### config.mk
export PLATFORM = sky130hd
export DESIGN_NAME = goboard_info_arbiter_flat
export DESIGN_NICKNAME = d
export VERILOG_FILES = /design/src/rtl/goboard_pkg.sv /design/src/rtl/goboard_info_arbiter_if.sv /design/src/rtl/goboard_rr_arb2.sv /design/src/rtl/goboard_info_arbiter.sv /design/src/flat_wrapper.sv
export SDC_FILE = /design/constraint.sdc
export NUM_CORES = 1
export LEC_CHECK = 0
export ABC_AREA = 0
export CAP_MARGIN = 20
export CORE_UTILIZATION = 47
export DETAILED_ROUTE_END_ITERATION = 6
export HOLD_SLACK_MARGIN = 0.03
export PLACE_DENSITY = 0.76
export SYNTH_ARGS = -nofsm -noshare
export SYNTH_HDL_FRONTEND = slang
export SYNTH_SLANG_ARGS = --single-unit
### constraint.sdc
create_clock -name sys_clk_in -period 2.55 [get_ports sys_clk_in]
set_input_delay 0.51 -clock sys_clk_in [delete_from_list [all_inputs] [get_ports sys_clk_in]]
set_output_delay 0.51 -clock sys_clk_in [all_outputs]
set_load 0.01 [all_outputs]
### src/rtl/goboard_pkg.sv
// Shared constants, FSM state type and helpers for the goboard info-text
// write path. Everything in the sys_clk_in domain imports this package.
package goboard_pkg;

  // Info-text RAM geometry: 512 character cells, one ASCII byte each.
  localparam int INFO_CELLS = 512;
  localparam int INFO_AW    = 9;

  // Value written to every cell by a screen clear.
  localparam logic [7:0] CHAR_SPACE = 8'h20;

  // Burst lengths are carried on 6 bits with 0 standing for 64, so the
  // remaining-count register needs one extra bit.
  localparam int LEN_W = 6;
  localparam int CNT_W = LEN_W + 1;

  typedef enum logic [1:0] {
    IDLE,
    BURST,
    CLEAR
  } state_t;

  // Expand a 6-bit burst length field into a character count (0 -> 64).
  function automatic logic [CNT_W-1:0] burst_count(input logic [LEN_W-1:0] len);
    return (len == '0) ? CNT_W'(64) : {1'b0, len};
  endfunction

endpackage

### src/rtl/goboard_info_arbiter_if.sv
// Bundle of the requester, clear and RAM write-port signals around the
// info-text arbiter. The slave modport is the arbiter's view; the master
// modport is the view of whatever drives the requests and watches the RAM port.
interface goboard_info_arbiter_if;
  import goboard_pkg::*;

  // Screen-clear sequencer
  logic                 clr_req_i;
  logic                 clr_busy_o;

  // Requester 0: game-log writer
  logic                 req0_i;
  logic [INFO_AW-1:0]   req0_addr_i;
  logic [LEN_W-1:0]     req0_len_i;
  logic                 grant0_o;
  logic [7:0]           char0_i;
  logic                 char0_valid_i;
  logic                 char0_ready_o;

  // Requester 1: status-line writer
  logic                 req1_i;
  logic [INFO_AW-1:0]   req1_addr_i;
  logic [LEN_W-1:0]     req1_len_i;
  logic                 grant1_o;
  logic [7:0]           char1_i;
  logic                 char1_valid_i;
  logic                 char1_ready_o;

  // Info-text RAM write port
  logic                 wea_o;
  logic [7:0]           ascii_o;
  logic [INFO_AW-1:0]   write_ram_addr_o;

  modport slave (
    input  clr_req_i,
    output clr_busy_o,
    input  req0_i, req0_addr_i, req0_len_i, char0_i, char0_valid_i,
    output grant0_o, char0_ready_o,
    input  req1_i, req1_addr_i, req1_len_i, char1_i, char1_valid_i,
    output grant1_o, char1_ready_o,
    output wea_o, ascii_o, write_ram_addr_o
  );

  modport master (
    output clr_req_i,
    input  clr_busy_o,
    output req0_i, req0_addr_i, req0_len_i, char0_i, char0_valid_i,
    input  grant0_o, char0_ready_o,
    output req1_i, req1_addr_i, req1_len_i, char1_i, char1_valid_i,
    input  grant1_o, char1_ready_o,
    input  wea_o, ascii_o, write_ram_addr_o
  );

endinterface

### src/rtl/goboard_rr_arb2.sv
// Two-way round-robin picker. The grant is combinational from the request
// lines; the last-grant register only moves when the caller strobes advance,
// so the owner of a tie flips exactly once per granted job.
module goboard_rr_arb2 (
  input  logic       clk,
  input  logic       rst_n,
  input  logic [1:0] req,
  input  logic       advance,
  output logic [1:0] grant
);

  // 1 means requester 1 was granted last, so requester 0 wins the first tie.
  logic last_grant;

  // Pick the sole requester, or the one not served last when both ask.
  always_comb begin
    // NOTE: assign a default before the case so every path drives grant and
    // no latch is inferred for the unlisted request patterns.
    grant = 2'b00;
    case (req)
      2'b01:   grant = 2'b01;
      2'b10:   grant = 2'b10;
      2'b11:   grant = last_grant ? 2'b01 : 2'b10;
      default: grant = 2'b00;
    endcase
  end

  // Remember who was served whenever the caller commits a grant.
  always_ff @(posedge clk or negedge rst_n) begin
    if (!rst_n) begin
      last_grant <= 1'b1;
    end else if (advance && (grant != 2'b00)) begin
      // NOTE: state registers use non-blocking assignment so every flop
      // samples pre-edge values and simulation matches the synthesized netlist.
      last_grant <= grant[1];
    end
  end

endmodule

### src/rtl/goboard_info_arbiter.sv
// Owns the single write port of the goboard info-text RAM. Two burst
// requesters share it round-robin; a screen-clear sequencer preempts both
// between jobs and fills all 512 cells with spaces, one per cycle.
module goboard_info_arbiter
  import goboard_pkg::*;
(
  input  logic                    sys_clk_in,
  input  logic                    arst_n_i,
  goboard_info_arbiter_if.slave   bus
);

  state_t             state;
  logic               grant0_q;
  logic               grant1_q;
  logic [INFO_AW-1:0] addr_cnt;
  logic [CNT_W-1:0]   rem_cnt;
  logic               pending;

  logic               wea_q;
  logic [7:0]         ascii_q;
  logic [INFO_AW-1:0] addr_q;

  logic [1:0]         arb_grant;
  logic               arb_advance;
  logic               rem_nz;
  logic               ready0;
  logic               ready1;
  logic               hs;
  logic [7:0]         hs_char;

  // A pending clear outranks both requesters, so the picker is only asked
  // to commit when IDLE has no clear waiting.
  assign arb_advance = (state == IDLE) && !pending;

  goboard_rr_arb2 u_rr_arb2 (
    .clk     (sys_clk_in),
    .rst_n   (arst_n_i),
    .req     ({bus.req1_i, bus.req0_i}),
    .advance (arb_advance),
    .grant   (arb_grant)
  );

  // The grant registers double as the one-hot burst owner; ready is offered
  // only to the owner and only while characters remain in its burst.
  assign rem_nz  = (rem_cnt != '0);
  assign ready0  = grant0_q & rem_nz;
  assign ready1  = grant1_q & rem_nz;
  assign hs      = (ready0 & bus.char0_valid_i) | (ready1 & bus.char1_valid_i);
  assign hs_char = grant1_q ? bus.char1_i : bus.char0_i;

  assign bus.grant0_o         = grant0_q;
  assign bus.grant1_o         = grant1_q;
  assign bus.char0_ready_o    = ready0;
  assign bus.char1_ready_o    = ready1;
  assign bus.clr_busy_o       = pending | (state == CLEAR);
  assign bus.wea_o            = wea_q;
  assign bus.ascii_o          = ascii_q;
  assign bus.write_ram_addr_o = addr_q;

  // Job FSM with its counters and the registered RAM write port. Reset
  // abandons any job; wea_q clears with it, so no partial write follows.
  always_ff @(posedge sys_clk_in or negedge arst_n_i) begin
    if (!arst_n_i) begin
      state    <= IDLE;
      grant0_q <= 1'b0;
      grant1_q <= 1'b0;
      addr_cnt <= '0;
      rem_cnt  <= '0;
      pending  <= 1'b0;
      wea_q    <= 1'b0;
      ascii_q  <= '0;
      addr_q   <= '0;
    end else begin
      wea_q   <= 1'b0;
      // A clear request is remembered in every state, including CLEAR itself,
      // where it re-arms one more full pass.
      pending <= pending | bus.clr_req_i;

      case (state)
        IDLE: begin
          if (pending) begin
            // Entering CLEAR consumes the pending flag, but a request arriving
            // in this very cycle must still be kept.
            state    <= CLEAR;
            addr_cnt <= '0;
            pending  <= bus.clr_req_i;
          end else if (arb_grant != 2'b00) begin
            state    <= BURST;
            grant0_q <= arb_grant[0];
            grant1_q <= arb_grant[1];
            addr_cnt <= arb_grant[1] ? bus.req1_addr_i : bus.req0_addr_i;
            rem_cnt  <= burst_count(arb_grant[1] ? bus.req1_len_i : bus.req0_len_i);
          end
        end

        BURST: begin
          if (hs) begin
            wea_q    <= 1'b1;
            ascii_q  <= hs_char;
            addr_q   <= addr_cnt;
            addr_cnt <= addr_cnt + 1'b1;
            rem_cnt  <= rem_cnt - 1'b1;
            if (rem_cnt == CNT_W'(1)) begin
              state    <= IDLE;
              grant0_q <= 1'b0;
              grant1_q <= 1'b0;
            end
          end
        end

        CLEAR: begin
          wea_q    <= 1'b1;
          ascii_q  <= CHAR_SPACE;
          addr_q   <= addr_cnt;
          addr_cnt <= addr_cnt + 1'b1;
          if (addr_cnt == INFO_AW'(INFO_CELLS - 1)) begin
            state <= IDLE;
          end
        end

        default: state <= IDLE;
      endcase
    end
  end

endmodule

### src/flat_wrapper.sv
// flat-port wrapper written by rule: the top's interface ports become plain ports
module goboard_info_arbiter_flat import goboard_pkg::*;
  (sys_clk_in, arst_n_i, bus_clr_req_i, bus_clr_busy_o, bus_req0_i, bus_req0_addr_i, bus_req0_len_i, bus_char0_i, bus_char0_valid_i, bus_grant0_o, bus_char0_ready_o, bus_req1_i, bus_req1_addr_i, bus_req1_len_i, bus_char1_i, bus_char1_valid_i, bus_grant1_o, bus_char1_ready_o, bus_wea_o, bus_ascii_o, bus_write_ram_addr_o);
  goboard_info_arbiter_if bus_i ();
  input  logic sys_clk_in;
  input  logic arst_n_i;
  input wire logic [$bits(bus_i.clr_req_i)-1:0] bus_clr_req_i;
  output wire logic [$bits(bus_i.clr_busy_o)-1:0] bus_clr_busy_o;
  input wire logic [$bits(bus_i.req0_i)-1:0] bus_req0_i;
  input wire logic [$bits(bus_i.req0_addr_i)-1:0] bus_req0_addr_i;
  input wire logic [$bits(bus_i.req0_len_i)-1:0] bus_req0_len_i;
  input wire logic [$bits(bus_i.char0_i)-1:0] bus_char0_i;
  input wire logic [$bits(bus_i.char0_valid_i)-1:0] bus_char0_valid_i;
  output wire logic [$bits(bus_i.grant0_o)-1:0] bus_grant0_o;
  output wire logic [$bits(bus_i.char0_ready_o)-1:0] bus_char0_ready_o;
  input wire logic [$bits(bus_i.req1_i)-1:0] bus_req1_i;
  input wire logic [$bits(bus_i.req1_addr_i)-1:0] bus_req1_addr_i;
  input wire logic [$bits(bus_i.req1_len_i)-1:0] bus_req1_len_i;
  input wire logic [$bits(bus_i.char1_i)-1:0] bus_char1_i;
  input wire logic [$bits(bus_i.char1_valid_i)-1:0] bus_char1_valid_i;
  output wire logic [$bits(bus_i.grant1_o)-1:0] bus_grant1_o;
  output wire logic [$bits(bus_i.char1_ready_o)-1:0] bus_char1_ready_o;
  output wire logic [$bits(bus_i.wea_o)-1:0] bus_wea_o;
  output wire logic [$bits(bus_i.ascii_o)-1:0] bus_ascii_o;
  output wire logic [$bits(bus_i.write_ram_addr_o)-1:0] bus_write_ram_addr_o;
  assign bus_i.clr_req_i = bus_clr_req_i;
  assign bus_clr_busy_o = bus_i.clr_busy_o;
  assign bus_i.req0_i = bus_req0_i;
  assign bus_i.req0_addr_i = bus_req0_addr_i;
  assign bus_i.req0_len_i = bus_req0_len_i;
  assign bus_i.char0_i = bus_char0_i;
  assign bus_i.char0_valid_i = bus_char0_valid_i;
  assign bus_grant0_o = bus_i.grant0_o;
  assign bus_char0_ready_o = bus_i.char0_ready_o;
  assign bus_i.req1_i = bus_req1_i;
  assign bus_i.req1_addr_i = bus_req1_addr_i;
  assign bus_i.req1_len_i = bus_req1_len_i;
  assign bus_i.char1_i = bus_char1_i;
  assign bus_i.char1_valid_i = bus_char1_valid_i;
  assign bus_grant1_o = bus_i.grant1_o;
  assign bus_char1_ready_o = bus_i.char1_ready_o;
  assign bus_wea_o = bus_i.wea_o;
  assign bus_ascii_o = bus_i.ascii_o;
  assign bus_write_ram_addr_o = bus_i.write_ram_addr_o;
  goboard_info_arbiter u_core (.sys_clk_in(sys_clk_in), .arst_n_i(arst_n_i), .bus(bus_i));
endmodule
==> metrics, run 1 <==
max incr delay on CP=~0.47 ns; CTS Buf Count=5; layout cells sized above 1=0.174; actual slew at the worst max-slew pin=0.888 ns; Worst VDD drop=538 uV; drt pass-1 iters=4; die area=5650 um^2; gr usage total=0.233; CTS Sinks=40; global route overflow=0; status=complete, no violations; Initial Utilization=0.490; area of the core=approximately 5100 um^2; area delta synth->final=39.1%; Core Rows=26; Setup Skew=0.00547 ns; Slew Limit Fails=0; Max-Cap Viols=0; Max Root-Sink Buffers=2; vias per std cell=approximately 5.6; top post-synthesis cells by count=dfrtp_1 (39), mux2i_1 (19), nand2_1 (15); first-pass GRT wire length=9.78 mm; dominant delay contributor by cell family on the critical path=buffers and inverters; antenna violations before repair=0; #FFs+latches synth=40; final instance area=about 3500 um^2; Worst Path Buf+Inv=2; Data required, critical path=~2.0 ns; Syn Inst Count=~240; vias in the first global route=between 2000 and 2500; Slew HR=0.408; overall power=approximately 3700 uW; Seq/Total Area, Yosys=0.398; Tcrit/Tclk final=0.957; f_max=410 MHz; Fin. Hold Viols=0; largest net degree at the start of global routing=41; synth top area cells=dfrtp_1 (39%), mux2i_1 (7.6%), mux2_2 (6.3%); number of fillers in the final layout=414; worst-skew pair later-pin latency=approximately 0.30 ns; initial DRC count=about 190; Setup crit end kind=primary output; final WL=~6 mm; Worst Path Max Fanout=4; Clock Power Share=0.117; GPL Wtd Cong=~0.86; worst r2r dst=u_core.addr_cnt[7]; hold crit path type=in2async; async set-or-reset flop fraction in the synthesized netlist=1.00; Syn. warnings=0; Leakage=between 0.001 and 0.0015 uW; post-synth top area cell=dfrtp_1; Worst-path clk slew=~0.08 ns; Final setup viols=0; ys flop type=dfrtp_1; Die Y=75.2 um; placed cell area=approximately 3400 um^2; post-synthesis cell type count=51; crit path cell chain=inv_1 -> ha_4 -> nor3b_4 -> nand2_1 -> and2_1 -> clkdlybuf4s50_1; clock root cell=clkbuf_8; P_int=around 2300 uW; R2R depth=6; average cell area after synthesis=about 11 um^2; Setup crit start=u_core.rem_cnt[1]; switching pwr=approximately 1400 uW; DR vias=about 2200; crit path launch type=flop; RSZ-0062 raised after global routing=no; syn_nets=300; Post-Syn Area=~2500 um^2; Worst EP arrival=1.93 ns; IO Pins=76; Seq pwr share=0.316; post-route setup TNS=0 ns; Diodes inserted=0; CTS tree=built; Final Core Density=0.681; final net count=382; most frequent cell after synthesis=dfrtp_1; critical path's slowest cell=clkdlybuf4s50_1; Reg2Reg Launch Point=u_core.state[0]; EDFF count, synth=0; flop2flop setup slack=~0.50 ns; Setup Crit Path Kind=reg2out; Wirelength per Cell=around 15 um; post-DP HPWL=4.36 mm; Post-route DRC=0; Hold Buf Count CTS=0; Final Critical Period=approximately 2.4 ns; P per Cell Area=around 1100 nW/um^2; share of the synthesized area in the top cell type=0.388; Comb pwr share=0.566; I/O Buffers=between 70 and 80; Die Span X=75.2 um; sw frac=0.380; H-tree depth=2; ANT nets after route=0
-- sequential cells by signal, indices dropped and copies added, names as in the netlist --
name and cells:
u_core.pending 1, u_core.bus.wea_o 1, u_core.u_rr_arb2.last_grant 1, u_core.bus.grant1_o 1
u_core.state 2, u_core.addr_cnt 9, u_core.rem_cnt 7, u_core.bus.ascii_o 8
u_core.bus.grant0_o 1, u_core.bus.write_ram_addr_o 9
-- worst max-delay path by stage --
stage,to,slack (ns),cells past startpoint
final,bus_char0_ready_o,0.11,6
after global routing,bus_char0_ready_o,0.03,6
after CTS,bus_char0_ready_o,0.03,6
after detailed placement,u_core.bus.write_ram_addr_o[3],0.27,6
after global placement,u_core.bus.write_ram_addr_o[3],0.30,6
after floorplan,u_core.bus.ascii_o[1],0.66,7
-- power groups by stage --
stage	registers, uW	clock network, uW	logic [uW]
floorplan	1200	0	1300
finish	1170	436	2100
detailed placement	1180	0	2070
global placement	1180	0	2030
global route	1210	469	2320
CTS	1170	439	2080
-- metrics by stage --
stage	worst slack [ns]	std cells	hold WS (ns)
after floorplan	0.660	239	0.214
after global placement	0.299	382	0.492
after detailed placement	0.271	382	0.493
after CTS	0.0317	390	0.373
after global routing	0.0326	392	0.426
final	0.109	392	0.331
-- repair_timing --
item	in CTS	in global routing
buffers inserted	0	2
gates resized for setup	0	3
setup endpoints to repair	0	2
hold endpoints to repair	0	0
-- worst reg2reg max path, cell delays in order, from the launching register on --
cell and delay (ns):
dfrtp_1 0.40, inv_1 0.10, ha_1 0.54, inv_1 0.20
or4_1 0.53, o21ai_0 0.09, a22o_1 0.15
-- cell usage in the layout, fill, tap and decap left out, types with 9 or more instances in the layout --
| cell | instances |
|---|---|
| a21oi_1 | 9 |
| buf_4 | 9 |
| clkdlybuf4s50_1 | 74 |
| dfrtp_1 | 39 |
| inv_1 | 9 |
| mux2_2 | 14 |
| mux2_4 | 10 |
| mux2i_1 | 19 |
| nand2_1 | 15 |
| nand3_1 | 10 |
| nor2_1 | 10 |
| o21ai_0 | 13 |
-- layer usage --
layer  track usage  vias up  wire (um)
li1              -     1058          -
met1         0.318     1041       2710
met2         0.374       81       2820
met3        0.0335        7        374
met4        0.0947        0         76
met5             0        -          0
-- area by class of cell --
cell class	instances	area, um^2	area share
timing repair buffer	86	853	0.244
inverter	10	37.5	0.0107
tap	70	87.6	0.0250
sequential	40	1000	0.286
multi-input combinational	178	1430	0.408
clock buffer	8	90.1	0.0257
-- cells by family (layout without fill, tap and decap cells) --
family	after synthesis	after routing	synth area share
and+or+nand+nor	66	66	0.149
adders and majority gates	8	8	0.0398
AOI/OAI and AO/OA	60	60	0.166
buffers and inverters	21	104	0.0403
DFF	40	40	0.398
muxes	44	44	0.207
No activity file was read; power rests on OpenSTA's default activity.
==> inputs of run 2 (changes only) <==
==> constraint.sdc (replaced) <==
create_clock -name sys_clk_in -period 2.4 [get_ports sys_clk_in]
set_input_delay 0.48 -clock sys_clk_in [delete_from_list [all_inputs] [get_ports sys_clk_in]]
set_output_delay 0.48 -clock sys_clk_in [all_outputs]
set_load 0.01 [all_outputs]
==> run 2 against run 1 <==
Clock power is 12% higher. Via count is 1.5% higher. Critical endpoint is now bus_clr_busy_o. Setup slack better by 0.070 ns. Critical path depth is 2 lower. First-iteration DRC count is 42% lower. Count of clock-buffer cells in the layout is 2 lower. Combinational power is 8% higher. Clock skew hardly changed. Non-clock buffer count is 2 higher. Largest power group unchanged.
==> metrics, run 2 (synthesized netlist as in run 1, its figures left out) <==
Leakage=around 0.0015 uW; Initial Utilization=0.490; crit path launch type=flop; first-pass GRT wire length=about 9.8 mm; Max Root-Sink Buffers=2; actual slew at the worst max-slew pin=about 0.46 ns; Reg2Reg Launch Point=u_core.rem_cnt[0]; layout cells sized above 1=0.182; most frequent cells in the layout=clkdlybuf4s50_1 (72), dfrtp_1 (39), mux2i_1 (19), nand2_1 (15), mux2_2 (14); Worst EP arrival=1.74 ns; I/O Buffers=75; final net count=~380; status=complete, no violations; final WL=about 6.2 mm; Seq pwr share=0.312; IO Pins=76; initial DRC count=110; Final Critical Period=approximately 2.2 ns; Fin. Hold Viols=0; antenna violations before repair=0; RSZ-0062 raised after global routing=no; drt pass-1 iters=4; Setup Skew=slightly above 0.005 ns; clock root cell=clkbuf_8; hold crit path type=in2async; gr usage total=0.236; largest net degree at the start of global routing=29; sw frac=0.388; Core Rows=26; vias per std cell=5.63; Data required, critical path=about 1.9 ns; Wirelength per Cell=around 16 um; area of the core=~5000 um^2; DR vias=approximately 2200; Max-Cap Viols=0; ANT nets after route=0; area delta synth->final=39.5%; post-DP HPWL=~4.6 mm; Setup crit end kind=primary output; flop2flop setup slack=0.39 ns; f_max=between 400 and 500 MHz; worst r2r dst=u_core.bus.write_ram_addr_o[2]; vias in the first global route=about 2100; Tcrit/Tclk final=0.925; WHS=between 0.05 and 0.06 ns; Die Span X=between 70 and 80 um; post-route setup TNS=0 ns; P_int=~2400 uW; Final setup viols=0; CTS tree=built; Worst VDD drop=484 uV; worst-skew pair later-pin latency=around 0.3 ns; Die Y=roughly 75 um; Slew Limit Fails=0; Worst Path Max Fanout=3; P per Cell Area=1140 nW/um^2; Clock Power Share=0.122; Comb pwr share=0.566; Post-route DRC=0; GPL Wtd Cong=between 0.8 and 0.9; commonest non-fill, non-tap cell in the layout=clkdlybuf4s50_1; die area=approximately 5600 um^2; switching pwr=approximately 1500 uW; R2R depth=8; Setup Crit Path Kind=reg2out; max incr delay on CP=0.48 ns; crit path cell chain=inv_1 -> ha_1 -> or2_2 -> clkdlybuf4s50_1; Worst-path clk slew=~0.08 ns; global route overflow=0; Slew HR=0.692; H-tree depth=2; CTS Sinks=40; CTS Buf Count=5; Diodes inserted=0; critical path's slowest cell=clkdlybuf4s50_1
-- run 2: worst max-delay path: cells and delay by family (launching register included) --
kind	cells	cell delay, ns
adders and majority gates	1	0.21
and+or+nand+nor	1	0.28
buffers and inverters	2	0.57
DFF	1	0.38
-- run 2: what timing repair did --
action,CTS,global route
buffers inserted,0,0
hold endpoints to repair,0,0
gates resized for setup,3,0
hold buffers,0,0
setup endpoints to repair,2,0
-- run 2: how the worst max path moves through the flow --
| stage | startpoint | end | slack [ns] |
|---|---|---|---|
| after global routing | u_core.rem_cnt[0] | bus_char0_ready_o | 0.1 |
| after CTS | u_core.state[0] | bus_clr_busy_o | 0.17 |
| after global placement | bus_char0_valid_i | u_core.bus.write_ram_addr_o[3] | 0.16 |
| after floorplan | u_core.rem_cnt[0] | u_core.bus.ascii_o[1] | 0.51 |
| final | u_core.state[0] | bus_clr_busy_o | 0.18 |
| after detailed placement | bus_char0_valid_i | u_core.bus.write_ram_addr_o[2] | 0.10 |
-- run 2: area by class of cell --
cell class	instances	area, um^2
fillers	412	1630
multi-input cells	178	1420
flip-flops and latches	40	1000
repair buffers	88	866
well taps	70	87.6
clock buffers	6	82.6
inverters	10	37.5
clock inverters	2	15.0
-- run 2: metrics by stage --
| stage | instances | area, um^2 | utilization | worst slack [ns] | total power, uW |
|---|---|---|---|---|---|
| after floorplan | 239 | 2520 | - | 0.510 | 2650 |
| after global placement | 386 | 3410 | 0.664 | 0.165 | 3430 |
| after detailed placement | 386 | 3410 | 0.664 | 0.105 | 3500 |
| after CTS | 394 | 3510 | 0.683 | 0.170 | 3990 |
| after global routing | 394 | 3510 | 0.683 | 0.0978 | 4260 |
| final | 394 | 3510 | 0.683 | 0.179 | 3990 |
-- run 2: routing by layer --
| layer | track usage | wire length, um |
|---|---|---|
| met1 | 0.295 | 2690 |
| met2 | 0.405 | 2990 |
| met3 | 0.0469 | 434 |
| met4 | 0.0905 | 115 |
| met5 | 0 | 0 |
-- run 2: power by group through the flow --
stage | clock network [uW] | logic, uW | registers (uW)
6_report | 487 | 2260 | 1250
2_1_floorplan | 0 | 1380 | 1270
5_1_grt | 516 | 2460 | 1290
3_5_place_dp | 0 | 2250 | 1250
4_1_cts | 494 | 2260 | 1240
3_3_place_gp | 0 | 2190 | 1240
==> inputs of run 3 (changes only) <==
--- a/config.mk
+++ b/config.mk
@@ -9,8 +9,10 @@
 export CAP_MARGIN = 20
 export CORE_UTILIZATION = 47
 export DETAILED_ROUTE_END_ITERATION = 6
+export GPL_ROUTABILITY_DRIVEN = 1
 export HOLD_SLACK_MARGIN = 0.03
 export PLACE_DENSITY = 0.76
+export RECOVER_POWER = 100
 export SYNTH_ARGS = -nofsm -noshare
 export SYNTH_HDL_FRONTEND = slang
 export SYNTH_SLANG_ARGS = --single-unit
==> run 3 against run 2 <==
Non-clock buffer count did not move. Largest power group unchanged. Wire length barely moved. Fmax barely moved. Flip-flop and latch count did not move.
==> metrics, run 3 (synthesized netlist as in run 1, its figures left out) <==
post-route insts no fill=between 300 and 400; Comb pwr share=0.550; largest net degree at the start of global routing=29; placed insts=~390; f_max=~450 MHz; Final setup viols=0; Worst VDD drop=around 460 uV; Hold Buf Count CTS=0; layout cells sized above 1=0.136; clock root cell=clkbuf_8; initial DRC count=119; DR vias=roughly 2200; R2R depth=7; dominant delay contributor by cell family on the critical path=simple AND/OR/NAND/NOR gates; IO Pins=between 70 and 80; Reg2Reg Launch Point=u_core.state[1]; CTS Buf Count=5; Fin. Hold Viols=0; busiest metal layer after global routing=met2; Post-route DRC=0; Setup crit end kind=primary output; GR Util met1=0.295; flop2flop setup slack=0.22 ns; crit path cell chain=inv_1 -> ha_1 -> nor3b_4 -> nand2_1 -> and2_0 -> dlygate4sd2_1; Worst EP arrival=~1.7 ns; status=complete, no violations; final net count=384; GRT met3 Usage=0.0469; Worst-path clk slew=0.08 ns; CTS Sinks=40; RSZ-0062 raised after global routing=no; P_int=approximately 2300 uW; final worst slack=roughly 0.18 ns; Clock Power Share=0.127; vias in the first global route=~2100; P per Cell Area=around 1100 nW/um^2; global route overflow=0; hold crit path type=in2async; Initial Utilization=0.490; Worst Path Buf+Inv=2; worst-skew pair later-pin latency=~0.30 ns; Final Critical Period=2.22 ns; final WL=around 6.2 mm; worst r2r dst=u_core.addr_cnt[5]; Placement Setup Slack=~0.10 ns; Die Y=approximately 75 um; Data required, critical path=~1.9 ns; Slew HR=0.526; Setup Buffers After CTS=0; Leakage=around 0.0015 uW; area of the core=about 5100 um^2; H-tree depth=2; Diodes inserted=0; post-route setup TNS=0 ns; crit path launch type=flop; actual slew at the worst max-slew pin=between 0.7 and 0.8 ns; gr usage total=0.236; Max Root-Sink Buffers=2; ANT nets after route=0; sw frac=0.398; max incr delay on CP=0.40 ns; CTS tree=built; area delta synth->final=37.1%; Worst Path Max Fanout=4; antenna violations before repair=0; Max-Cap Viols=0; most frequent cells in the layout=clkdlybuf4s50_1 (52), dfrtp_1 (39), dlygate4sd3_1 (20), mux2i_1 (19), nand2_1 (15); Setup Skew=between 0.006 and 0.007 ns; vias per std cell=~5.6; Tcrit/Tclk final=0.926; commonest non-fill, non-tap cell in the layout=clkdlybuf4s50_1; Seq pwr share=0.323; Core Rows=26; Die Span X=between 70 and 80 um; critical path's slowest cell=dfrtp_1; number of fillers in the final layout=around 430; Setup Crit Path Kind=reg2out; grt met2 use=0.405; switching pwr=between 1500 and 2000 uW; Slew Limit Fails=0; drt pass-1 iters=4; I/O Buffers=between 70 and 80; first-pass GRT wire length=approximately 9.8 mm; GPL Wtd Cong=~0.85; die area=between 5000 and 6000 um^2; Wirelength per Cell=roughly 16 um; post-DP HPWL=around 4.6 mm
[run 3: how the worst max path moves through the flow]
stage | start | end | slack (ns) | cells past startpoint
floorplan | u_core.rem_cnt[0] | u_core.bus.ascii_o[1] | 0.51 | 7
global placement | bus_char0_valid_i | u_core.bus.write_ram_addr_o[3] | 0.16 | 6
detailed placement | bus_char0_valid_i | u_core.bus.write_ram_addr_o[2] | 0.10 | 6
CTS | u_core.state[0] | bus_clr_busy_o | 0.17 | 4
global route | u_core.state[1] | u_core.addr_cnt[5] | 0.06 | 7
finish | u_core.rem_cnt[0] | bus_char0_ready_o | 0.18 | 6
[run 3: timing repair]
item / in CTS / in global routing
resized for setup: 3 / 0
endpoints found under the hold margin: 0 / 0
endpoints found under the setup margin: 2 / 0
[run 3: through the flow]
| step | power (uW) | area, um^2 | hold WS (ns) | utilization |
|---|---|---|---|---|
| 2_1_floorplan | 2650 | 2520 | 0.184 | - |
| 3_3_place_gp | 3430 | 3410 | 0.377 | 0.664 |
| 3_5_place_dp | 3500 | 3410 | 0.379 | 0.664 |
| 4_1_cts | 3990 | 3510 | 0.0575 | 0.683 |
| 5_1_grt | 4080 | 3450 | 0.241 | 0.671 |
| 6_report | 3820 | 3450 | 0.189 | 0.671 |
[run 3: final cells by class]
type | instances | area, um^2 | area share
Inverter | 10 | 37.5 | 0.0109
Clock buffer | 6 | 82.6 | 0.0239
Clock inverter | 2 | 15.0 | 0.00435
Sequential cell | 40 | 1000 | 0.290
Multi-Input combinational cell | 178 | 1380 | 0.398
Tap cell | 70 | 87.6 | 0.0254
Timing Repair Buffer | 88 | 851 | 0.247
[run 3: routing by layer]
| layer | wire, um | share of wire |
|---|---|---|
| met1 | 2730 | 0.44 |
| met2 | 2990 | 0.48 |
| met3 | 409 | 0.066 |
| met4 | 95 | 0.015 |
| met5 | 0 | 0 |
[run 3: power groups by stage]
stage	clock network (uW)	registers, uW	logic (uW)
detailed placement	0	1250	2250
global placement	0	1240	2190
finish	485	1230	2100
CTS	494	1240	2260
floorplan	0	1270	1380
global route	516	1270	2290
